[config.mk]
export PLATFORM = sky130hd
export DESIGN_NAME = layer_result_collector_flat
export DESIGN_NICKNAME = d
export VERILOG_FILES = /design/src/rtl/nn_pkg.sv /design/src/rtl/layer_result_collector_if.sv /design/src/rtl/layer_result_collector_relu.sv /design/src/rtl/layer_result_collector.sv /design/src/flat_wrapper.sv
export SDC_FILE = /design/constraint.sdc
export NUM_CORES = 1
export LEC_CHECK = 0
export ABC_AREA = 1
export CAP_MARGIN = 25
export CORE_ASPECT_RATIO = 1.4
export CORE_MARGIN = 3
export CORE_UTILIZATION = 35
export DETAILED_ROUTE_END_ITERATION = 10
export GPL_ROUTABILITY_DRIVEN = 0
export PLACE_DENSITY_LB_ADDON = 0.25
export SLEW_MARGIN = 0
export SYNTH_ARGS = -nofsm -noshare
export SYNTH_HDL_FRONTEND = slang
export SYNTH_SLANG_ARGS = --single-unit
[constraint.sdc]
create_clock -name clk -period 5.4 [get_ports clk]
set_input_delay 0.54 -clock clk [delete_from_list [all_inputs] [get_ports clk]]
set_output_delay 0.54 -clock clk [all_outputs]
set_load 0.01 [all_outputs]
[src/rtl/nn_pkg.sv]
// nn_pkg: types and helpers shared by the neural-network datapath blocks.
//   collect_state_t : state of the layer result collector FSM
//   fx_t            : signed fixed-point neuron value
//   fx_one()        : fixed-point encoding of 1.0 for a given fractional width
package nn_pkg;

    localparam int DWIDTH     = 32;
    localparam int FRACTIONAL = 21;

    typedef enum logic [0:0] {
        COLLECT = 1'b0,
        RESULT  = 1'b1
    } collect_state_t;

    typedef logic signed [DWIDTH-1:0] fx_t;

    function automatic fx_t fx_one(input int frac);
        fx_t one;
        one = fx_t'(1);
        return one <<< frac;
    endfunction

endpackage

[src/rtl/layer_result_collector_if.sv]
// layer_result_collector_if: bundles the neuron stream, the argmax result
// handshake and the buffer inspection port of one layer result collector.
//   neuron_done/neuron_out : per-neuron strobe and value from the layer engine
//   result_valid/ready     : argmax result handshake, with result_idx/result_max
//   rd_addr/rd_data        : asynchronous buffer read port
//   count/overrun          : capture count and sticky dropped-strobe flag
// modport master = the environment side, modport slave = the collector.
interface layer_result_collector_if #(
    parameter int DWIDTH = 32,
    parameter int OUT    = 2
);
    localparam int IDX_W = (OUT > 1) ? $clog2(OUT) : 1;

    logic                     neuron_done;
    logic signed [DWIDTH-1:0] neuron_out;
    logic                     result_valid;
    logic                     result_ready;
    logic [IDX_W-1:0]         result_idx;
    logic signed [DWIDTH-1:0] result_max;
    logic [IDX_W-1:0]         rd_addr;
    logic signed [DWIDTH-1:0] rd_data;
    logic [IDX_W:0]           count;
    logic                     overrun;

    modport master (
        output neuron_done, neuron_out, result_ready, rd_addr,
        input  result_valid, result_idx, result_max, rd_data, count, overrun
    );

    modport slave (
        input  neuron_done, neuron_out, result_ready, rd_addr,
        output result_valid, result_idx, result_max, rd_data, count, overrun
    );

endinterface

[src/rtl/layer_result_collector_relu.sv]
// relu_unit: combinational optional ReLU applied to a neuron value.
//   neuron_out : signed neuron value in
//   relu_out   : neuron_out, or 0 when RELU_EN is set and the value is negative
module relu_unit #(
    parameter int DWIDTH  = 32,
    parameter bit RELU_EN = 1'b1
) (
    input  logic signed [DWIDTH-1:0] neuron_out,
    output logic signed [DWIDTH-1:0] relu_out
);

    always_comb begin
        relu_out = neuron_out;
        if (RELU_EN && neuron_out[DWIDTH-1]) begin
            relu_out = '0;
        end
    end

endmodule

[src/rtl/layer_result_collector.sv]
// layer_result_collector: captures the OUT neuron results of one layer into a
// register buffer (after optional ReLU), tracks the running maximum and its
// index, and offers the argmax on a valid/ready handshake.
//   clk, nreset : rising-edge clock, asynchronous active-low reset
//   bus (slave) : neuron stream in, argmax result out, buffer read port,
//                 capture count and sticky overrun flag
module layer_result_collector
    import nn_pkg::*;
#(
    parameter int DWIDTH     = 32,
    parameter int FRACTIONAL = 21,
    parameter int OUT        = 2,
    parameter bit RELU_EN    = 1'b1
) (
    input  logic                     clk,
    input  logic                     nreset,
    layer_result_collector_if.slave  bus
);

    localparam int             IDX_W   = (OUT > 1) ? $clog2(OUT) : 1;
    localparam logic [IDX_W:0] OUT_CNT = (IDX_W + 1)'(OUT);
    localparam bit             SINGLE  = (OUT == 1);

    if (OUT < 1 || FRACTIONAL >= DWIDTH) begin : g_param_check
        $error("layer_result_collector: OUT must be >= 1 and FRACTIONAL < DWIDTH");
    end

    collect_state_t           state_q, state_d;
    logic [IDX_W:0]           count_q, count_d;
    logic signed [DWIDTH-1:0] max_q, max_d;
    logic [IDX_W-1:0]         idx_q, idx_d;
    logic                     overrun_q, overrun_d;
    logic                     wr_en;
    logic [IDX_W-1:0]         wr_addr;
    logic signed [DWIDTH-1:0] v;
    logic signed [DWIDTH-1:0] buf_q [OUT];

    relu_unit #(
        .DWIDTH  (DWIDTH),
        .RELU_EN (RELU_EN)
    ) u_relu (
        .neuron_out (bus.neuron_out),
        .relu_out   (v)
    );

    // Next-state logic. While a result is pending, strobes are dropped and
    // flagged, except in the cycle the result is consumed: that strobe opens
    // the next layer at index 0.
    always_comb begin
        state_d   = state_q;
        count_d   = count_q;
        max_d     = max_q;
        idx_d     = idx_q;
        overrun_d = overrun_q;
        wr_en     = 1'b0;
        wr_addr   = count_q[IDX_W-1:0];
        unique case (state_q)
            COLLECT: begin
                if (bus.neuron_done) begin
                    wr_en   = 1'b1;
                    count_d = count_q + 1'b1;
                    // Strict compare so ties keep the lower index.
                    if (count_q == '0 || v > max_q) begin
                        max_d = v;
                        idx_d = count_q[IDX_W-1:0];
                    end
                    if (count_d == OUT_CNT) begin
                        state_d = RESULT;
                    end
                end
            end
            RESULT: begin
                if (bus.result_ready) begin
                    state_d = COLLECT;
                    count_d = '0;
                    if (bus.neuron_done) begin
                        wr_en   = 1'b1;
                        wr_addr = '0;
                        count_d = (IDX_W + 1)'(1);
                        max_d   = v;
                        idx_d   = '0;
                        // A single-neuron layer is complete on its first strobe.
                        if (SINGLE) begin
                            state_d = RESULT;
                        end
                    end
                end else if (bus.neuron_done) begin
                    overrun_d = 1'b1;
                end
            end
            default: state_d = COLLECT;
        endcase
    end

    // Control and running-maximum registers.
    always_ff @(posedge clk or negedge nreset) begin
        if (!nreset) begin
            state_q   <= COLLECT;
            count_q   <= '0;
            max_q     <= '0;
            idx_q     <= '0;
            overrun_q <= 1'b0;
        end else begin
            state_q   <= state_d;
            count_q   <= count_d;
            max_q     <= max_d;
            idx_q     <= idx_d;
            overrun_q <= overrun_d;
        end
    end

    // Flat register buffer so it can be read asynchronously; entries are
    // overwritten in order by each layer and never bulk-cleared except by reset.
    always_ff @(posedge clk or negedge nreset) begin
        if (!nreset) begin
            for (int i = 0; i < OUT; i++) begin
                buf_q[i] <= '0;
            end
        end else if (wr_en) begin
            buf_q[wr_addr] <= v;
        end
    end

    // Out-of-range read addresses (OUT not a power of two) return 0.
    always_comb begin
        bus.rd_data = '0;
        if ({1'b0, bus.rd_addr} < OUT_CNT) begin
            bus.rd_data = buf_q[bus.rd_addr];
        end
    end

    assign bus.result_valid = (state_q == RESULT);
    assign bus.result_idx   = idx_q;
    assign bus.result_max   = max_q;
    assign bus.count        = count_q;
    assign bus.overrun      = overrun_q;

endmodule

[src/flat_wrapper.sv]
// flat-port wrapper written by rule: the top's interface ports become plain ports
module layer_result_collector_flat import nn_pkg::*;
#(
    parameter int DWIDTH     = 32,
    parameter int FRACTIONAL = 21,
    parameter int OUT        = 2,
    parameter bit RELU_EN    = 1'b1
)
  (clk, nreset, bus_neuron_done, bus_neuron_out, bus_result_ready, bus_rd_addr, bus_result_valid, bus_result_idx, bus_result_max, bus_rd_data, bus_count, bus_overrun);
  layer_result_collector_if #(.DWIDTH(DWIDTH), .OUT(OUT)) bus_i ();
  input  logic clk;
  input  logic nreset;
  input wire logic [$bits(bus_i.neuron_done)-1:0] bus_neuron_done;
  input wire logic [$bits(bus_i.neuron_out)-1:0] bus_neuron_out;
  input wire logic [$bits(bus_i.result_ready)-1:0] bus_result_ready;
  input wire logic [$bits(bus_i.rd_addr)-1:0] bus_rd_addr;
  output wire logic [$bits(bus_i.result_valid)-1:0] bus_result_valid;
  output wire logic [$bits(bus_i.result_idx)-1:0] bus_result_idx;
  output wire logic [$bits(bus_i.result_max)-1:0] bus_result_max;
  output wire logic [$bits(bus_i.rd_data)-1:0] bus_rd_data;
  output wire logic [$bits(bus_i.count)-1:0] bus_count;
  output wire logic [$bits(bus_i.overrun)-1:0] bus_overrun;
  assign bus_i.neuron_done = bus_neuron_done;
  assign bus_i.neuron_out = bus_neuron_out;
  assign bus_i.result_ready = bus_result_ready;
  assign bus_i.rd_addr = bus_rd_addr;
  assign bus_result_valid = bus_i.result_valid;
  assign bus_result_idx = bus_i.result_idx;
  assign bus_result_max = bus_i.result_max;
  assign bus_rd_data = bus_i.rd_data;
  assign bus_count = bus_i.count;
  assign bus_overrun = bus_i.overrun;
  layer_result_collector #(.DWIDTH(DWIDTH), .FRACTIONAL(FRACTIONAL), .OUT(OUT), .RELU_EN(RELU_EN)) u_core (.clk(clk), .nreset(nreset), .bus(bus_i));
endmodule
==> out/qor.yml <==
status: "completed"
synth_cells: 659
grt_use_met2_pct: 29.5
grt_pass1_vias: 4445
hpwl_mm: 9.53
design.final.nets: 820
clock-sinks: 98
rsz0062_at_grt: "no"
fill_cells: 1500
ys.flop_type: "dfrtp_1"
postLayoutCellArea_um2: 6840
drt_pass1_iterations: 4
drc: 0
drt_wl_total_mm: 13.2
layout.cells.non_filler: 942
die_w_um: 110
worstSetupEndpointType: "flop"
h-tree-depth: 3
reg2reg_from: "u_core.bus.result_max[14]$_DFFE_PN0P_"
cp.arrival_ps: 3920
die_area_um2: 16800
drt_first_iter_violations: 150
r2r-end: "u_core.bus.result_max[9]$_DFFE_PN0P_"
p_leak_nw: 3.40
required_ps: 5670
syn_avg_cell_area_um2: 8.10
slew_violations: 0
ant_nets: 0
power_mw: 3.40
die-height_um: 152
multi_input_area_um2: 2300
critPathKind: "input port to flop"
setup_viol: 0
antenna_found_initial: 0
period_share_pct: 67.7
synth_edf_count: 0
diodes: 0
grt.busiest_layer: "met2"
vias: 4375
clock_path_buffers: 2
synthArstFlopShare_pct: 100
ir_worst_vdd_mv: 0.187
r2r_slack_ps: 3060
grt_usage_pct: 16.5
synth_area_um2: 5340
core_area_um2: 14700
overflow: 0
regArea_um2: 2450
grt_pass1_wl_mm: 21.9
worst_pin_slew_ps: 853
whs_ps: 160
ys_seq_area_share_pct: 45.9
start_util_pct: 36.3
cts_tree: "yes"
maxSlewHeadroom_pct: 43.0
met3_usage_pct: 3.31
drive_gt1_share_pct: 7.57
r2r_cells: 15
power.density_nw_per_um2: 497
fin_util_pct: 46.5
period_needed_ps: 3650
synth_cell_type_count: 26
fmax_mhz: 274
io_pins: 106
rows: 52
area_growth_pct: 28.2
clkTransAtPathRegs_ps: 70
tns_ps: 0
cts_setup_buffers: 0
place_area_um2: 6490
via_per_inst: 4.64
postLayoutSetupSlackWorst_ps: 1750
cts.repair.resized: 0
fin_worst_skew_ps: 8.35
start_kind: "input port"
synth_warnings: 0
path_max_fanout: 33
io_buffers: 103
grt_util_met1_pct: 19.7
hold_violations: 0
max-cap-violations: 0
clk_latency_ps: 340
ctsHoldBuffers: 0
pre_cts_slack_ps: 1380
grt_max_degree: 63
cts_root_buf: "clkbuf_16"
post-place-cells: 926
ys_ff_latch: 98
wl_per_cell_um: 14.0
hp-class: "input port to async pin"
cts_made_buffers: 9
## layer usage
layer,vias up,wire [um]
met5,-,0
met4,0,153
met3,9,546
met2,85,7020
met1,2060,5470
li1,2221,-
## registers in the layout, indices dropped and copies added (netlist names)
signal and cells:
u_core.buf_q 62, u_core.bus.count 2, u_core.bus.overrun 1, u_core.bus.result_idx 1, u_core.bus.result_max 31, u_core.bus.result_valid 1
## synthesized netlist by cell type, types with 2 or more instances
cell / n / area, um2
nand2_1: 178 / 668
inv_1: 116 / 435
dfrtp_1: 98 / 2450
o21ai_0: 63 / 315
nor2_1: 43 / 161
nand3_1: 38 / 190
ha_1: 33 / 413
mux2_2: 29 / 327
clkbuf_1: 14 / 52.6
a21oi_1: 10 / 50.1
buf_4: 8 / 60.1
nand4_1: 6 / 37.5
buf_2: 3 / 15.0
buf_6: 3 / 33.8
a21o_1: 2 / 15.0
buf_1: 2 / 7.51
nand2_4: 2 / 22.5
nor2_2: 2 / 12.5
o21a_1: 2 / 15.0
## cell families (layout without fill, tap and decap cells)
family	Yosys count	in the layout	synth area share, %
AO/OA/AOI/OAI	79	79	7.66
multiplexers	30	30	6.33
other	1	2	0.0702
buffers and inverters	146	239	11.3
AND/OR/NAND/NOR	272	272	21.0
flip-flops	98	98	45.9
adder cells (fa/ha/maj)	33	33	7.73
## layout by cell type (no fill, tap or decap)
cell,synthesis,final
nand2_1,178,178
nor2_4,0,2
bufinv_16,0,2
buf_12,0,2
buf_16,0,1
mux2_1,1,1
o21a_1,2,2
clkinv_2,0,1
nor3_1,1,1
clkbuf_8,0,1
buf_2,3,1
mux2_2,29,29
nand2_2,1,1
buf_4,8,4
clkbuf_1,14,1
nand2_4,2,2
conb_1,1,2
nor2_1,43,42
clkbuf_16,0,9
o21bai_1,1,1
a21oi_1,10,10
nand3_1,38,38
o21ai_0,63,63
inv_1,116,116
clkdlybuf4s50_1,0,101
ha_1,33,33
o22ai_1,1,1
nand4_1,6,6
a21o_1,2,2
nor2_2,2,1
nor4b_2,1,1
dfrtp_1,98,98
## area by class of cell
type | count | share of cell area (%)
clock buffers | 11 | 3.55
clock inverters | 3 | 0.951
inverters | 116 | 6.36
multi-input cells | 416 | 33.6
flip-flops and latches | 98 | 35.8
well taps | 189 | 3.46
repair buffers | 109 | 16.3
## worst max-delay path by stage
stage | start | to | slack [ps] | cells past startpoint
floorplan | bus_neuron_out[31] | u_core.bus.result_max[0]$_DFFE_PN0P_ | 3110 | 15
detailed placement | bus_neuron_out[31] | u_core.bus.result_idx$_DFFE_PN0P_ | 1380 | 17
CTS | bus_neuron_out[31] | u_core.bus.result_max[9]$_DFFE_PN0P_ | 1720 | 17
finish | bus_neuron_out[31] | u_core.bus.result_max[9]$_DFFE_PN0P_ | 1750 | 17
global placement | bus_neuron_out[31] | u_core.bus.result_max[2]$_DFFE_PN0P_ | 1540 | 17
global route | bus_neuron_out[31] | u_core.bus.result_max[9]$_DFFE_PN0P_ | 1470 | 17
## worst max-delay path: stages
cell and delay (ps):
clkdlybuf4s50_1 860, buf_4 420, nor2_1 310, ha_1 330, a21oi_1 140, nand2_1 70
nand2_1 60, nand2_1 50, nand2_1 60, nand2_1 60, nand2_1 60, nand2_1 50
nand2_2 70, nand2_4 220, nand2_4 380, nand2_1 100, nand2_1 100
## where the power goes
part | total, mW | switching, mW | internal, mW
clock | 0.675 | 0.262 | 0.413
sequential | 1.20 | 0.166 | 1.03
combinational | 1.52 | 0.802 | 0.721
total | 3.40 | 1.23 | 2.17
Power figures use the tool's default switching activity.
